--- src/rtl/vga_scan_controller.sv ---
// -----------------------------------------------------------------------------
// vga_scan_controller
//
// Scan-out side of the renderer pixel interface. Generates 640x480@60 VGA
// timing on the pixel clock. It issues each pixel's linear address
// PIXEL_LATENCY+1 clocks before that pixel reaches the DAC outputs. It
// captures the colour the renderer returns, and it drives colour, syncs and
// blank with all of them aligned to the same pixel.
//
// Ports:
//   iClock       pixel clock
//   iReset       asynchronous reset, active-high
//   oAddress     linear pixel address y*H_ACTIVE+x (registered)
//   iPixel       {R,G,B}; must be valid PIXEL_LATENCY clocks after its address
//   oRed/oGreen/oBlue  DAC colour, forced to 0 while blanked
//   oHSync/oVSync      active-low syncs
//   oBlank       high outside the visible area
//   oFrameStart  one-clock pulse while pixel (0,0) is on the outputs
// -----------------------------------------------------------------------------
module vga_scan_controller #(
    parameter int H_ACTIVE      = 640,
    parameter int H_FRONT       = 16,
    parameter int H_SYNC        = 96,
    parameter int H_BACK        = 48,
    parameter int V_ACTIVE      = 480,
    parameter int V_FRONT       = 10,
    parameter int V_SYNC        = 2,
    parameter int V_BACK        = 33,
    parameter int PIXEL_LATENCY = 3
) (
    input  logic        iClock,
    input  logic        iReset,
    output logic [18:0] oAddress,
    input  logic [23:0] iPixel,
    output logic [7:0]  oRed,
    output logic [7:0]  oGreen,
    output logic [7:0]  oBlue,
    output logic        oHSync,
    output logic        oVSync,
    output logic        oBlank,
    output logic        oFrameStart
);

    localparam int H_TOTAL = H_ACTIVE + H_FRONT + H_SYNC + H_BACK;
    localparam int V_TOTAL = V_ACTIVE + V_FRONT + V_SYNC + V_BACK;

    localparam logic [9:0] H_ACT_W    = 10'(H_ACTIVE);
    localparam logic [9:0] H_LAST_W   = 10'(H_TOTAL - 1);
    localparam logic [9:0] HS_FIRST_W = 10'(H_ACTIVE + H_FRONT);
    localparam logic [9:0] HS_LAST_W  = 10'(H_ACTIVE + H_FRONT + H_SYNC - 1);
    localparam logic [9:0] V_ACT_W    = 10'(V_ACTIVE);
    localparam logic [9:0] V_LAST_W   = 10'(V_TOTAL - 1);
    localparam logic [9:0] VS_FIRST_W = 10'(V_ACTIVE + V_FRONT);
    localparam logic [9:0] VS_LAST_W  = 10'(V_ACTIVE + V_FRONT + V_SYNC - 1);

    localparam logic [18:0] LINE_W    = 19'(H_ACTIVE);
    localparam logic [18:0] ADDR_LAST = 19'(H_ACTIVE * V_ACTIVE - 1);

    // Control word layout: {frame_start, vsync_n, hsync_n, blank}.
    // The idle value is what the outputs show while blanked.
    localparam logic [3:0] CTL_IDLE = 4'b0111;

    logic [9:0]  r_h;
    logic [9:0]  r_v;
    logic [18:0] r_address;
    logic [3:0]  r_ctl [0:PIXEL_LATENCY];
    logic [7:0]  r_red;
    logic [7:0]  r_green;
    logic [7:0]  r_blue;
    logic        r_hsync;
    logic        r_vsync;
    logic        r_blank;
    logic        r_frame_start;

    logic        w_fetch_active;
    logic [18:0] w_fetch_addr;
    logic [3:0]  w_ctl_raw;
    logic [3:0]  w_ctl_dly;

    // Fetch position counters: h runs every clock, v steps on h wrap.
    always_ff @(posedge iClock or posedge iReset) begin
        if (iReset) begin
            r_h <= '0;
            r_v <= '0;
        end else if (r_h == H_LAST_W) begin
            r_h <= '0;
            r_v <= (r_v == V_LAST_W) ? 10'd0 : r_v + 10'd1;
        end else begin
            r_h <= r_h + 10'd1;
        end
    end

    assign w_fetch_active = (r_h < H_ACT_W) && (r_v < V_ACT_W);
    assign w_fetch_addr   = 19'(r_v) * LINE_W + 19'(r_h);

    // Outside the visible area the address simply holds, so the renderer sees
    // the row-end address in hblank and the last pixel in vblank. Address 0
    // therefore occurs exactly once per frame.
    always_ff @(posedge iClock or posedge iReset) begin
        if (iReset) begin
            r_address <= ADDR_LAST;
        end else if (w_fetch_active) begin
            r_address <= w_fetch_addr;
        end
    end

    assign w_ctl_raw = {
        (r_h == 10'd0) && (r_v == 10'd0),
        !((r_v >= VS_FIRST_W) && (r_v <= VS_LAST_W)),
        !((r_h >= HS_FIRST_W) && (r_h <= HS_LAST_W)),
        !w_fetch_active
    };

    // PIXEL_LATENCY+1 stages: one matches the address register, the rest
    // match the renderer's round trip, so the last stage lines up with iPixel.
    always_ff @(posedge iClock or posedge iReset) begin
        if (iReset) begin
            for (int i = 0; i <= PIXEL_LATENCY; i++) begin
                r_ctl[i] <= CTL_IDLE;
            end
        end else begin
            r_ctl[0] <= w_ctl_raw;
            for (int i = 1; i <= PIXEL_LATENCY; i++) begin
                r_ctl[i] <= r_ctl[i-1];
            end
        end
    end

    assign w_ctl_dly = r_ctl[PIXEL_LATENCY];

    // Colour is masked with the delayed blank so that whatever the renderer
    // returns for blanking addresses never reaches the DAC.
    always_ff @(posedge iClock or posedge iReset) begin
        if (iReset) begin
            r_red         <= '0;
            r_green       <= '0;
            r_blue        <= '0;
            r_hsync       <= 1'b1;
            r_vsync       <= 1'b1;
            r_blank       <= 1'b1;
            r_frame_start <= 1'b0;
        end else begin
            r_red         <= w_ctl_dly[0] ? 8'h00 : iPixel[23:16];
            r_green       <= w_ctl_dly[0] ? 8'h00 : iPixel[15:8];
            r_blue        <= w_ctl_dly[0] ? 8'h00 : iPixel[7:0];
            r_blank       <= w_ctl_dly[0];
            r_hsync       <= w_ctl_dly[1];
            r_vsync       <= w_ctl_dly[2];
            r_frame_start <= w_ctl_dly[3];
        end
    end

    assign oAddress    = r_address;
    assign oRed        = r_red;
    assign oGreen      = r_green;
    assign oBlue       = r_blue;
    assign oHSync      = r_hsync;
    assign oVSync      = r_vsync;
    assign oBlank      = r_blank;
    assign oFrameStart = r_frame_start;

endmodule

--- config.mk ---
export PLATFORM = sky130hd
export DESIGN_NAME = vga_scan_controller
export DESIGN_NICKNAME = d
export VERILOG_FILES = /design/src/rtl/vga_scan_controller.sv
export SDC_FILE = /design/constraint.sdc
export NUM_CORES = 1
export LEC_CHECK = 0
export ABC_CLOCK_PERIOD_IN_PS = 4150
export CAP_MARGIN = 20
export CELL_PAD_IN_SITES_DETAIL_PLACEMENT = 0
export CELL_PAD_IN_SITES_GLOBAL_PLACEMENT = 2
export CORE_ASPECT_RATIO = 0.5
export CORE_MARGIN = 2
export CORE_UTILIZATION = 33
export CTS_CLUSTER_SIZE = 14
export DETAILED_ROUTE_END_ITERATION = 16
export GPL_ROUTABILITY_DRIVEN = 0
export PLACE_DENSITY_LB_ADDON = 0.1
export SLEW_MARGIN = 20
export SYNTH_ARGS = -nofsm -noshare
export SYNTH_HDL_FRONTEND = slang
export SYNTH_SLANG_ARGS = --single-unit
--- constraint.sdc ---
create_clock -name iClock -period 4.15 [get_ports iClock]
set_input_delay 0.83 -clock iClock [delete_from_list [all_inputs] [get_ports iClock]]
set_output_delay 0.83 -clock iClock [all_outputs]
set_load 0.02 [all_outputs]
== After elaboration in Yosys (flattened, before gate mapping) ==
Cells that the tools add are included.
W data, S select, Z words.
Storage, ports and cells
  flip-flop bits (word level): 83
  bits of input ports: 26
  output and inout bits: 47
  logic and storage cells: 40
Cells by class
  reductions and logical operators: 9
  equal/unequal tests: 2
  multiply operators: 1
  $add $sub $neg: 3
  magnitude comparators: 6
  mux-type cells: 5
Operators by type and width (number)
  $mux W8: 3
  $add A10 B1 Y10 const B: 2
  $eq A10 B10 Y1 const B: 2
  $logic_not A10 Y1: 2
  $mux W10: 2
  $add A19 B10 Y19: 1
  $mul A10 B3 Y12 const B: 1
  $ge A10 B10 Y1 const B: 1
  $ge A10 B9 Y1 const B: 1
  $le A10 B10 Y1 const B: 1
  $le A10 B9 Y1 const B: 1
  $lt A10 B10 Y1 const B: 1
  $lt A10 B9 Y1 const B: 1
  $logic_and A1 B1 Y1: 4
  $logic_not A1 Y1: 3

== Depth between registers and ports, before layout ==
  depth after elaboration: 3
  depth in mapped cells: 11
  depth with buffers taken out: 10

== Worst setup path after synthesis ==
OpenSTA, ideal clock, no wires.
  kind: flip-flop to flip-flop
  start point: register r_v[1]
  end point: register r_address[18] (netlist: oAddress[18])
  period minus slack after synthesis: 2.958 ns
  required time: 4.059 ns
  path buffers: 1
  cell stages (with the launch flop): 12
  library setup time: 0.091 ns
  path slack: 1.192 ns
  data arrival time: 2.867 ns
  cell sequence: dfrtp_1 -> ha_1 -> ha_1 -> inv_1 -> fa_1 -> nor2b_4 -> o311a_1 -> o311a_1 -> or3_1 -> buf_2 -> o311a_1 -> o31ai_1
Between the ends
  cells in the longest elaborated chain, start to end: 2
  elaborated cells on any way between the ends: 4
  those cells by class: 1 x add/sub; 1 x mul; 1 x order compare; 1 x reduce/logical
Ends and longest elaborated chain
  from (decl): RTL line 64  | logic [9:0] r_v;
  from (signal assigned): RTL line 87  | r_v <= (r_v == V_LAST_W) ? 10'd0 : r_v + 10'd1;
  $mul A10 B3 Y12 / $lt A10 B9 Y1 (equally long branches): RTL line 94, 93
  $add A19 B10 Y19 / $logic_and A1 B1 Y1 (equally long branches): RTL line 94, 93
  to (signal assigned): RTL line 103  | r_address <= w_fetch_addr;
  to (decl): RTL line 65  | logic [18:0] r_address;
Parallel ways exist; a longest one is shown, timed or not.
A chain may end at the register's enable or synchronous reset.

== Worst setup path after layout ==
  start point: register r_v[3]
  end point: register r_address[17] (netlist: oAddress[17])
The elaborated chain is that of the path after synthesis.

==> flow_summary.yaml <==
clocking:
  clk_pin_slew_ps: 70
  post_cts_buffers: 0
  cts_buffer_depth: 2
  root_buffer: "clkbuf_16"
  insertion_delay_ps: 340
  cts.sinks: 83
  htreeDepth: 3
  cts_resized: 0
  numCtsBuffers: 9
  cts_tree: "yes"
  hold_buffers: 0
worst_hold_path:
  min_path_cells: 0
  worstHoldStart: "r_ctl[11]"
  min_to: "r_ctl[7]"
  min_path_type: "flop to flop"
worst_setup_path:
  critPathBufInv: 1
  reg2regPathDepth: 10
  start_kind: "flop"
  cp-end-kind: "flop"
  critical_path_class: "flop to flop"
  regToRegStartpoint: "r_v[3]"
  cp_num_cells: 10
  crit_slowest_cell: "dfrtp_1"
  arrival_ps: 3350
  r2r_slack_ps: 1040
  critPathMaxStageDelay_ps: 460
  cp_max_fo: 8
  crit_family: "compound AO/OA/AOI/OAI gates"
  required_ps: 4390
  path_cells: "ha_1 > ha_1 > inv_1 > fa_1 > nor2b_4 > o311a_1 > o311a_1 > or3_1 > o31a_2 > o31ai_1"
  worstReg2RegEnd: "oAddress[17]"
global_routing:
  grt_usage_pct: 13.69
  antenna_found_initial: 0
  grt_max_degree: 56
  overflow: 0
  grt_pass1_vias: 2671
  grt_pass1_wl_mm: 13.16
power:
  leakage_nw: 2.120
  vdd_drop_max_mv: 0.1715
  power.density_mw_per_mm2: 341.5
sta:
  final.setup_skew_ps: 5.834
  setup_violations: 0
  drv_slew: 0
  hold_violations: 0
  slew_headroom_pct: 41.49
  max_freq_mhz: 321.6
  min_period_ps: 3110
  hold_ws_ps: 347.5
  setup_tns_ps: 0
  worstMarginPinSlew_ps: 869.6
  fin_crit_sh_pct: 74.93
  setup_slack_ps: 1040
  rsz0062_at_grt: "no"
die:
  die_x_um: 154.4
  die_area_mm2: 0.01223
  core_mm2: 0.01101
  dieHeight_um: 79.20
  core.rowCount: 27
  start_util_pct: 33.89
  io_pins: 73
logic_synthesis:
  synth_cell_types: 41
  synth.top_cell.area_share_pct: 35.53
  synthesis.nets: 387
  synth_cells: 336
  synthTopCellsByCount: "dfrtp_1 (53), nand2_1 (44), dfstp_2 (30)"
  synth_top_cell_by_area: "dfrtp_1"
  ys.warnings.count: 0
  syn_avg_cell_area_um2: 11.11
  async_flop_share_pct: 100.0
  synth_flop_cell: "dfrtp_1"
  synth_edf_count: 0
  synth_area_mm2: 0.003732
  synth_seq_area_share_pct: 56.65
  yosysMostFrequentCell: "dfrtp_1"
  yosys-top-cells-area: "dfrtp_1 (36%), dfstp_2 (21%), ha_1 (7.7%)"
  ys_ff_latch: 83
final_layout:
  fin_util_pct: 44.52
  drive_gt1_share_pct: 13.91
  multiInputGateArea_mm2: 0.001519
  diodes: 0
  num-fill-cells: 1058
  ff_latch_area_mm2: 0.002115
  final_nets: 463
  fin_area_mm2: 0.004903
  syn_to_final_growth_pct: 31.38
drt:
  drt_drc_violations_left: 0
  vias_per_cell: 4.721
  ant_nets: 0
  drt_iter0_markers: 97
  wl_per_cell_um: 13.77
  drt-pass1-iter-count: 4
  wl_mm: 7.739
  vias: 2653
run_status:
  status: "completed"
place:
  dp_slack_ps: 1029
  place_area_mm2: 0.004619
  hpwl_mm: 5.698
  io_buffers: 72
run:
  cap_viol_max_count: 0
[kinds of logic (layout without fill, tap and decap cells)]
| logic type | Yosys count | in the layout | synth area share [%] |
|---|---|---|---|
| AND/OR/NAND/NOR | 128 | 128 | 18.04 |
| flip-flops | 83 | 83 | 56.65 |
| AO/OA/AOI/OAI | 52 | 52 | 8.649 |
| buffers and inverters | 26 | 107 | 2.648 |
| adder cells (fa/ha/maj) | 25 | 25 | 8.783 |
| XOR/XNOR | 21 | 21 | 4.928 |
| multiplexers | 1 | 1 | 0.3017 |
[layer usage]
metal  routed length (um)  share of wire (%)  vias up  track usage [%]
met1                 3869                 50     1274            17.91
li1                     -                  -     1304                -
met5                    0                  0        -                0
met2                 3368                 44       65            21.65
met4                   92                1.2        0            4.444
met3                  409                5.3       10            4.476
[how the worst max path moves through the flow]
| stage | from | endpoint |
|---|---|---|
| 2_1_floorplan | r_v[1] | oAddress[18] |
| 3_3_place_gp | r_v[3] | oAddress[18] |
| 3_5_place_dp | r_v[3] | oAddress[17] |
| 4_1_cts | r_v[3] | oAddress[17] |
| 5_1_grt | r_v[3] | oAddress[17] |
| 6_report | r_v[3] | oAddress[17] |
[layout by cell type (no fill, tap or decap), types with 12 or more instances in the layout]
cell type	n
clkdlybuf4s50_1	72
dfrtp_1	53
dfstp_2	30
ha_1	23
inv_1	15
nand2_1	44
nor2_1	12
nor2b_1	28
o21ai_0	26
xnor2_1	13
[power by group]
group          leakage [nW]  internal, mW  switching, mW
Clock                 0.139         0.416          0.346
Combinational         0.998        0.0463         0.0414
Sequential            0.983         0.822        0.00289
[layout make-up]
| cell class | count | share of cell area, % |
|---|---|---|
| clock buffers | 9 | 4.593 |
| flip-flops and latches | 83 | 43.12 |
| multi-input cells | 227 | 30.98 |
| inverters | 16 | 1.250 |
| clock inverters | 7 | 1.199 |
| repair buffers | 75 | 15.16 |
| well taps | 145 | 3.700 |
[worst register-to-register path: cells and delay by family, from the launching register on]
family / cells / cell delay, ps
DFF: 1 / 460
AOI/OAI and AO/OA: 4 / 1160
and+or+nand+nor: 2 / 510
adders and majority gates: 3 / 790
buffers and inverters: 1 / 80
[state kept, by name, summed over array words and instances, names as in the netlist]
register     cells
oAddress        19
oBlank           1
oBlue            8
oFrameStart      1
oGreen           8
oHSync           1
oRed             8
oVSync           1
r_ctl           12
r_h             10
r_v             10
w_ctl_dly        4
[through the flow]
stage / cells / power [mW]
global placement: 546 / 0.9263
detailed placement: 546 / 0.9287
floorplan: 336 / 0.8742
finish: 562 / 1.675
global route: 562 / 1.740
CTS: 562 / 1.701
(Power assumes the default switching activity.)
